==> src/rtl/fetch_unit.sv <==
// Instruction store plus sequential fetch stage: programs are loaded while idle, then
// fetched from address 0 until a halt word (icode 0) or the end of memory.
module fetch_unit #(
  parameter int unsigned ADDR_W = 5
) (
  input  logic              clock,
  input  logic              reset,
  input  logic [ADDR_W-1:0] addr,
  input  logic              wr,
  input  logic [31:0]       wdata,
  input  logic              working,
  input  logic              stall,
  output logic [3:0]        icode,
  output logic [3:0]        ifun,
  output logic [3:0]        rA,
  output logic [3:0]        rB,
  output logic [15:0]       valC,
  output logic [ADDR_W-1:0] ipc,
  output logic              valid,
  output logic              done
);

  localparam int unsigned Depth = 1 << ADDR_W;

  typedef enum logic [1:0] {StIdle, StRun, StHalt} state_e;

  state_e            state_q;
  logic [ADDR_W:0]   pc_q;
  logic [31:0]       ir_q;
  logic [ADDR_W-1:0] ipc_q;
  logic              valid_q;
  logic              done_q;
  logic [31:0]       mem_q [Depth];

  logic [31:0] fetch_word;
  logic        at_end;

  // pc is one bit wider than the address so pc == Depth flags end of memory without wrapping.
  assign fetch_word = mem_q[pc_q[ADDR_W-1:0]];
  assign at_end     = (pc_q == (ADDR_W + 1)'(Depth));

  always_ff @(posedge clock or posedge reset) begin
    if (reset) begin
      state_q <= StIdle;
      pc_q    <= '0;
      ir_q    <= '0;
      ipc_q   <= '0;
      valid_q <= 1'b0;
      done_q  <= 1'b0;
      for (int i = 0; i < Depth; i++) begin
        mem_q[i] <= '0;
      end
    end else begin
      if (state_q == StIdle && wr && !working) begin
        mem_q[addr] <= wdata;
      end

      unique case (state_q)
        StIdle: begin
          if (working) begin
            state_q <= StRun;
            pc_q    <= '0;
            done_q  <= 1'b0;
            valid_q <= 1'b0;
          end
        end
        StRun: begin
          if (!working) begin
            state_q <= StIdle;
            valid_q <= 1'b0;
            done_q  <= 1'b0;
          end else if (stall && valid_q) begin
            // Downstream hold: IR, ipc, pc and valid all keep their values.
          end else if (at_end || fetch_word[31:28] == 4'd0) begin
            state_q <= StHalt;
            valid_q <= 1'b0;
            done_q  <= 1'b1;
          end else begin
            ir_q    <= fetch_word;
            ipc_q   <= pc_q[ADDR_W-1:0];
            valid_q <= 1'b1;
            pc_q    <= pc_q + 1'b1;
          end
        end
        StHalt: begin
          if (!working) begin
            state_q <= StIdle;
            done_q  <= 1'b0;
          end
        end
        default: state_q <= StIdle;
      endcase
    end
  end

  assign icode = ir_q[31:28];
  assign ifun  = ir_q[27:24];
  assign rA    = ir_q[23:20];
  assign rB    = ir_q[19:16];
  assign valC  = ir_q[15:0];
  assign ipc   = ipc_q;
  assign valid = valid_q;
  assign done  = done_q;

endmodule

==> config.mk <==
export PLATFORM = sky130hd
export DESIGN_NAME = fetch_unit
export DESIGN_NICKNAME = d
export VERILOG_FILES = /design/src/rtl/fetch_unit.sv
export SDC_FILE = /design/constraint.sdc
export NUM_CORES = 2
export LEC_CHECK = 0
export BUFFER_PORTS_ARGS = -buffer_cell sky130_fd_sc_hd__buf_2
export CAP_MARGIN = 10
export CORE_MARGIN = 2
export CORE_UTILIZATION = 30
export CTS_CLUSTER_DIAMETER = 200
export DETAILED_ROUTE_END_ITERATION = 16
export MAX_ROUTING_LAYER = met4
export PLACE_DENSITY = 0.49
export SETUP_SLACK_MARGIN = 0.3
export SYNTH_ARGS = -nofsm -noshare
export SYNTH_HDL_FRONTEND = slang
export SYNTH_SLANG_ARGS = --single-unit
==> constraint.sdc <==
create_clock -name clock -period 70 [get_ports clock]
set_input_delay 21 -clock clock [delete_from_list [all_inputs] [get_ports clock]]
set_output_delay 21 -clock clock [all_outputs]
set_load 0.05 [all_outputs]
# Yosys cells after proc, flatten, opt, wreduce, memory -nomap -nowiden

Index checks and enable logic that the tools add are counted.

Register bits after elaboration: 1071
Input bits: 42
Logic and storage cells: 98

$add $sub $neg: 1
Magnitude comparators: 3
Equal/unequal tests: 10
Multiplexer cells: 27
Bitwise operators: 4
Reduce and logical (&&, ||, !) cells: 15

Operator list:

| cell                                                 | count |
|---|---|
| bitwise mux 1024 bit                                 | 1 |
| binary-select mux 32 bit (select 5 bit)              | 1 |
| demux 32 bit (select 5 bit)                          | 1 |
| 2-to-1 mux 32 bit                                    | 3 |
| 2-to-1 mux 6 bit                                     | 4 |
| >= comparator 6 bit (second input constant)          | 2 |
| NOT 5 -> 6 bit                                       | 2 |
| one-hot mux 6 bit (2 select lines)                   | 1 |
| 2-to-1 mux 2 bit                                     | 5 |
| != test 2 bit (second input constant)                | 5 |
| AND reduction 5 bit                                  | 2 |
| 2-to-1 mux 1 bit                                     | 8 |
| AND reduction 4 bit                                  | 2 |
| adder 6 x 1 -> 6 bit (second input constant)         | 1 |
| equality test 6 bit (second input constant)          | 1 |
| < comparator 6 x 1 -> 1 bit (second input constant)  | 1 |
| != test 3 bit (second input constant)                | 2 |
| one-hot mux 2 bit (3 select lines)                   | 1 |
| logical AND 1 bit                                    | 4 |
| logical NOT 4 bit                                    | 1 |
| one-hot mux 1 bit (3 select lines)                   | 1 |
| AND reduction 3 bit                                  | 1 |
| nonzero test 3 bit                                   | 1 |
| equality test 2 x 1 -> 1 bit (second input constant) | 1 |
| 7 further kinds                                      | 8 |

# Longest topological paths before layout

Depth in word-level cells: 10
Mapped depth: 14
Mapped depth without buffers: 8

# Worst setup path after synthesis

OpenSTA, ideal clock, no wires.

Kind: input to register
From: input working
To: register mem_q[224] in the netlist's numbering
Setup time: 125 ps
Data arrival time: 22820 ps
Setup slack: 47055 ps
Stages: 6
Cell sequence: nor4b_1 nor2b_1 nand2b_1 nor3_1 clkbuf_1 mux2_2

Cells in the longest elaborated chain, start to end: 2

Ends and longest elaborated chain:

| item                           | RTL line | text |
|---|---|---|
| start: declaration             | 11       | `input logic working,` |
| logical NOT 1 bit              | --       |  |
| logical AND 1 bit              | 54       | `if (state_q == StIdle && wr && !working) begin` |
| end signal: indexed assignment | 55       | `mem_q[addr] <= wdata;` |
| end: declaration               | 33       | `logic [31:0] mem_q [Depth];` |

Every way passes these cells.
A chain may end at the register's enable or synchronous reset.

==> results_dict.tcl <==
set metrics [dict create \
    hold_path.class "register to register" \
    sequential_share_of_the_synthesized_area_pct 55.48 \
    synth-compound-area-share_pct 0.7460 \
    grt_pass1_vias 27480 \
    design.core.area_mm2 0.1602 \
    final_instance_area_mm2 0.05487 \
    grt-ovfl-total 0 \
    total_power_mw 1.915 \
    drc_errors 0 \
    startpoint "reset" \
    worstPathArrival_ns 25.83 \
    buffer_ports.inserted 80 \
    placementRows 147 \
    xor_xnor_fraction_of_synth_area_pct 0 \
    post_cts_hold_buffer_count 0 \
    critical_path.startpoint_type "primary input" \
    grt_pass1_wl_mm 194.8 \
    final_hold_violation_count 0 \
    fin_worst_skew_ns 0.03448 \
    cts.repair_timing.setup_buffer_count 0 \
    dr.first_iter.drc_count 1442 \
    max_slew.worst_pin.slew_ns 1.239 \
    synthAdderAreaFrac_pct 0.05180 \
    place_hpwl_mm 66.49 \
    setup.worst_path.end_class "async pin" \
    clk_pin_slew_ns 0.06 \
    timing.max_cap.violations 0 \
    buffer_cell_driving_the_clock_tree_root "sky130_fd_sc_hd__clkbuf_16" \
    ys.warnings.count 0 \
    status "finished, final reports clean" \
    numCtsBuffers 117 \
    layout-drive-gt1-share_pct 56.62 \
    post_drt_via_cell_ratio 4.985 \
    postRouteWirelength_mm 130.6 \
    critical_path.reg2reg.startpoint "pc_q[0]" \
    setup_viol_count_final 0 \
    syn_area_per_cell_um2 16.20 \
    height_of_the_die_um 405.3 \
    ys_ff_latch 1071 \
    clockBufferDepth 3 \
    beginning_of_the_worst_hold_path "ipc[2]" \
    tns_ns 0 \
    max_freq_ghz 0.03988 \
    total_leakage_power_nw 25.66 \
    die_x_extent_um 405.3 \
    highest_net_fanout_along_the_worst_path 152 \
    post_cts_resize_count 0 \
    synth_flop_cell "sky130_fd_sc_hd__dfrtp_1" \
    detailedRoute.firstPassIterationCount 4 \
    routedWlPerCell_um 25.16 \
    whs_ns 0.4866 \
    vdd_ir_drop_max_uv 29.58 \
    relSlewSlack_pct 16.26 \
    synth-simple-area-share_pct 1.673 \
    cts.sinks 1071 \
    place_congestion 0.7031 \
    antenna_found_initial 7 \
    syn_nets 3026 \
    synth_edf_count 0 \
    cts_max_level 3 \
    synth_async_sr_flop_share_pct 100.0 \
    combinational_family_with_the_most_area_after_synthesis "multiplexers" \
    powerDensity_mw_per_mm2 34.90 \
    track_usage_pct 16.57 \
    critPathRequiredTime_ns 70.75 \
    floorplan.die_area_mm2 0.1642 \
    detailed_place.area_mm2 0.05083 \
    post_synth_instance_area_mm2 0.04831 \
    final_net_count 2974 \
    grt_start_max_net_pins 162 \
    clk_latency_ns 0.75 \
    area_growth_pct 13.59 \
    period_needed_ns 25.08 \
    timing_max_transition_violations_final 0 \
    finalCritPeriodShare_pct 35.83 \
    vias 25890 \
    num_io_pins 81 \
    antenna_violating_nets_post_route 0 \
    synthCells 2982 \
    yosys.cell_types.count 48 \
    initial_utilization_pct 30.15 \
    grt_setup_unrepaired "false" \
    clock_tree_from_tritoncts "done" \
    muxShareOfSynthArea_pct 39.53 \
    critPathKind "primary input to async pin" \
]
==> cells in the mapped netlist (4+ instances only) <==
library cell / count / area (um2)
sky130_fd_sc_hd__nand2_1: 122 / 457.9
sky130_fd_sc_hd__nor2b_1: 10 / 62.56
sky130_fd_sc_hd__a221oi_1: 6 / 52.55
sky130_fd_sc_hd__o221ai_1: 4 / 35.03
sky130_fd_sc_hd__mux4_2: 302 / 6802
sky130_fd_sc_hd__inv_1: 7 / 26.28
sky130_fd_sc_hd__nor2_1: 12 / 45.04
sky130_fd_sc_hd__a21oi_1: 6 / 30.03
sky130_fd_sc_hd__mux2_1: 5 / 56.30
sky130_fd_sc_hd__mux2i_1: 21 / 210.2
sky130_fd_sc_hd__mux2_2: 1032 / 11620
sky130_fd_sc_hd__o21ai_0: 14 / 70.07
sky130_fd_sc_hd__buf_1: 95 / 356.6
sky130_fd_sc_hd__and2_1: 4 / 25.02
sky130_fd_sc_hd__buf_2: 40 / 200.2
sky130_fd_sc_hd__and3_1: 5 / 31.28
sky130_fd_sc_hd__mux2_4: 27 / 405.4
sky130_fd_sc_hd__buf_6: 6 / 67.56
sky130_fd_sc_hd__dfrtp_1: 1071 / 26800
sky130_fd_sc_hd__nor3_1: 5 / 25.02
sky130_fd_sc_hd__clkbuf_1: 144 / 540.5
==> routing by layer <==
metal | part of all wire (%) | vias to the layer above | global-route usage [%]
met1 | 46 | 14310 | 21.95
met4 | 2.5 | 0 | 4.955
met5 | 0 | - | -
li1 | - | 11010 | -
met3 | 3.8 | 191 | 2.804
met2 | 48 | 379 | 26.11
==> layout make-up <==
class	count	area, um2
multi-input combinational	1615	20520
inverter	8	37.54
sequential	1071	26820
clock buffer	178	3541
fill	15400	105300
antenna	6	15.01
timing repair buffer	117	753.2
tap	2160	2703
clock inverter	38	483.0
==> state kept, by name (all words and copies together), names as in the netlist <==
name and flops:
mem_q 1024, valid 1, ir_q 32, pc_q 6, ipc 5, done 1
state_q 2
==> logic make-up (layout without fill, tap and decap cells) <==
group | Yosys count | count (layout)
AOI/OAI and AO/OA | 48 | 48
adders and majority gates | 2 | 2
buffers and inverters | 296 | 341
DFF | 1071 | 1071
muxes | 1387 | 1387
other | 0 | 6
and+or+nand+nor | 178 | 178
==> path summary, 6_finish.rpt <==
check | to | slack, ns | cells after the start
max in group clock | mem_q[116] | 46.03 | 7
worst min-delay path | ipc[2] | 0.49 | 1
min in group asynchronous | ir_q[22] | 20.37 | 2
worst max register to register | ir_q[18] | 65.16 | 10
worst min register to register | ipc[2] | 0.49 | 1
worst max-delay path | mem_q[260] | 44.92 | 7
==> where the power goes <==
part	switching [mW]	internal (mW)
Clock	0.262	0.384
Sequential	0.0666	0.738
Combinational	0.224	0.240
==> stage by stage <==
stage / instances / util [%] / worst slack [ns]
after detailed placement: 4971 / 31.73 / 43.88
after CTS: 5187 / 34.24 / 44.69
after global placement: 4971 / 31.73 / 43.85
after global routing: 5192 / 34.25 / 44.13
after floorplan: 2982 / - / 18.85
final: 5193 / 34.25 / 44.92
==> worst max-delay path: stages <==
cell	delay, ns
sky130_fd_sc_hd__buf_2	0.15
sky130_fd_sc_hd__inv_8	0.42
sky130_fd_sc_hd__buf_4	0.79
sky130_fd_sc_hd__buf_12	0.69
sky130_fd_sc_hd__buf_4	0.77
sky130_fd_sc_hd__buf_4	0.92
sky130_fd_sc_hd__buf_4	0.77
==> cell usage in the layout, fill, tap and decap left out, types with 3 or more instances in the layout <==
master,netlist,final
sky130_fd_sc_hd__clkbuf_8,0,32
sky130_fd_sc_hd__a221oi_1,6,6
sky130_fd_sc_hd__inv_1,7,6
sky130_fd_sc_hd__and2_1,4,4
sky130_fd_sc_hd__mux2_1,5,5
sky130_fd_sc_hd__nand3_1,3,3
sky130_fd_sc_hd__nor2b_1,10,5
sky130_fd_sc_hd__nor3b_1,3,3
sky130_fd_sc_hd__buf_4,3,31
sky130_fd_sc_hd__o221ai_1,4,4
sky130_fd_sc_hd__nand2_1,122,98
sky130_fd_sc_hd__mux2i_1,21,21
sky130_fd_sc_hd__a21oi_1,6,6
sky130_fd_sc_hd__clkbuf_1,144,26
sky130_fd_sc_hd__nand2b_1,3,3
sky130_fd_sc_hd__buf_12,0,6
sky130_fd_sc_hd__mux2_2,1032,1032
sky130_fd_sc_hd__bufinv_16,0,10
sky130_fd_sc_hd__o22a_1,3,3
sky130_fd_sc_hd__o21ai_0,14,14
sky130_fd_sc_hd__nor2b_4,0,5
sky130_fd_sc_hd__mux4_2,302,302
sky130_fd_sc_hd__inv_6,0,3
sky130_fd_sc_hd__nor3_1,5,3
sky130_fd_sc_hd__nor2_1,12,12
sky130_fd_sc_hd__clkbuf_16,0,120
sky130_fd_sc_hd__nand2_4,0,24
sky130_fd_sc_hd__dfrtp_4,0,5
sky130_fd_sc_hd__dfrtp_1,1071,1066
sky130_fd_sc_hd__buf_2,40,80
sky130_fd_sc_hd__diode_2,0,6
sky130_fd_sc_hd__clkinv_2,0,21
sky130_fd_sc_hd__and3_1,5,5
sky130_fd_sc_hd__mux2_4,27,27
Note: power is estimated with default switching activity, not from simulation.
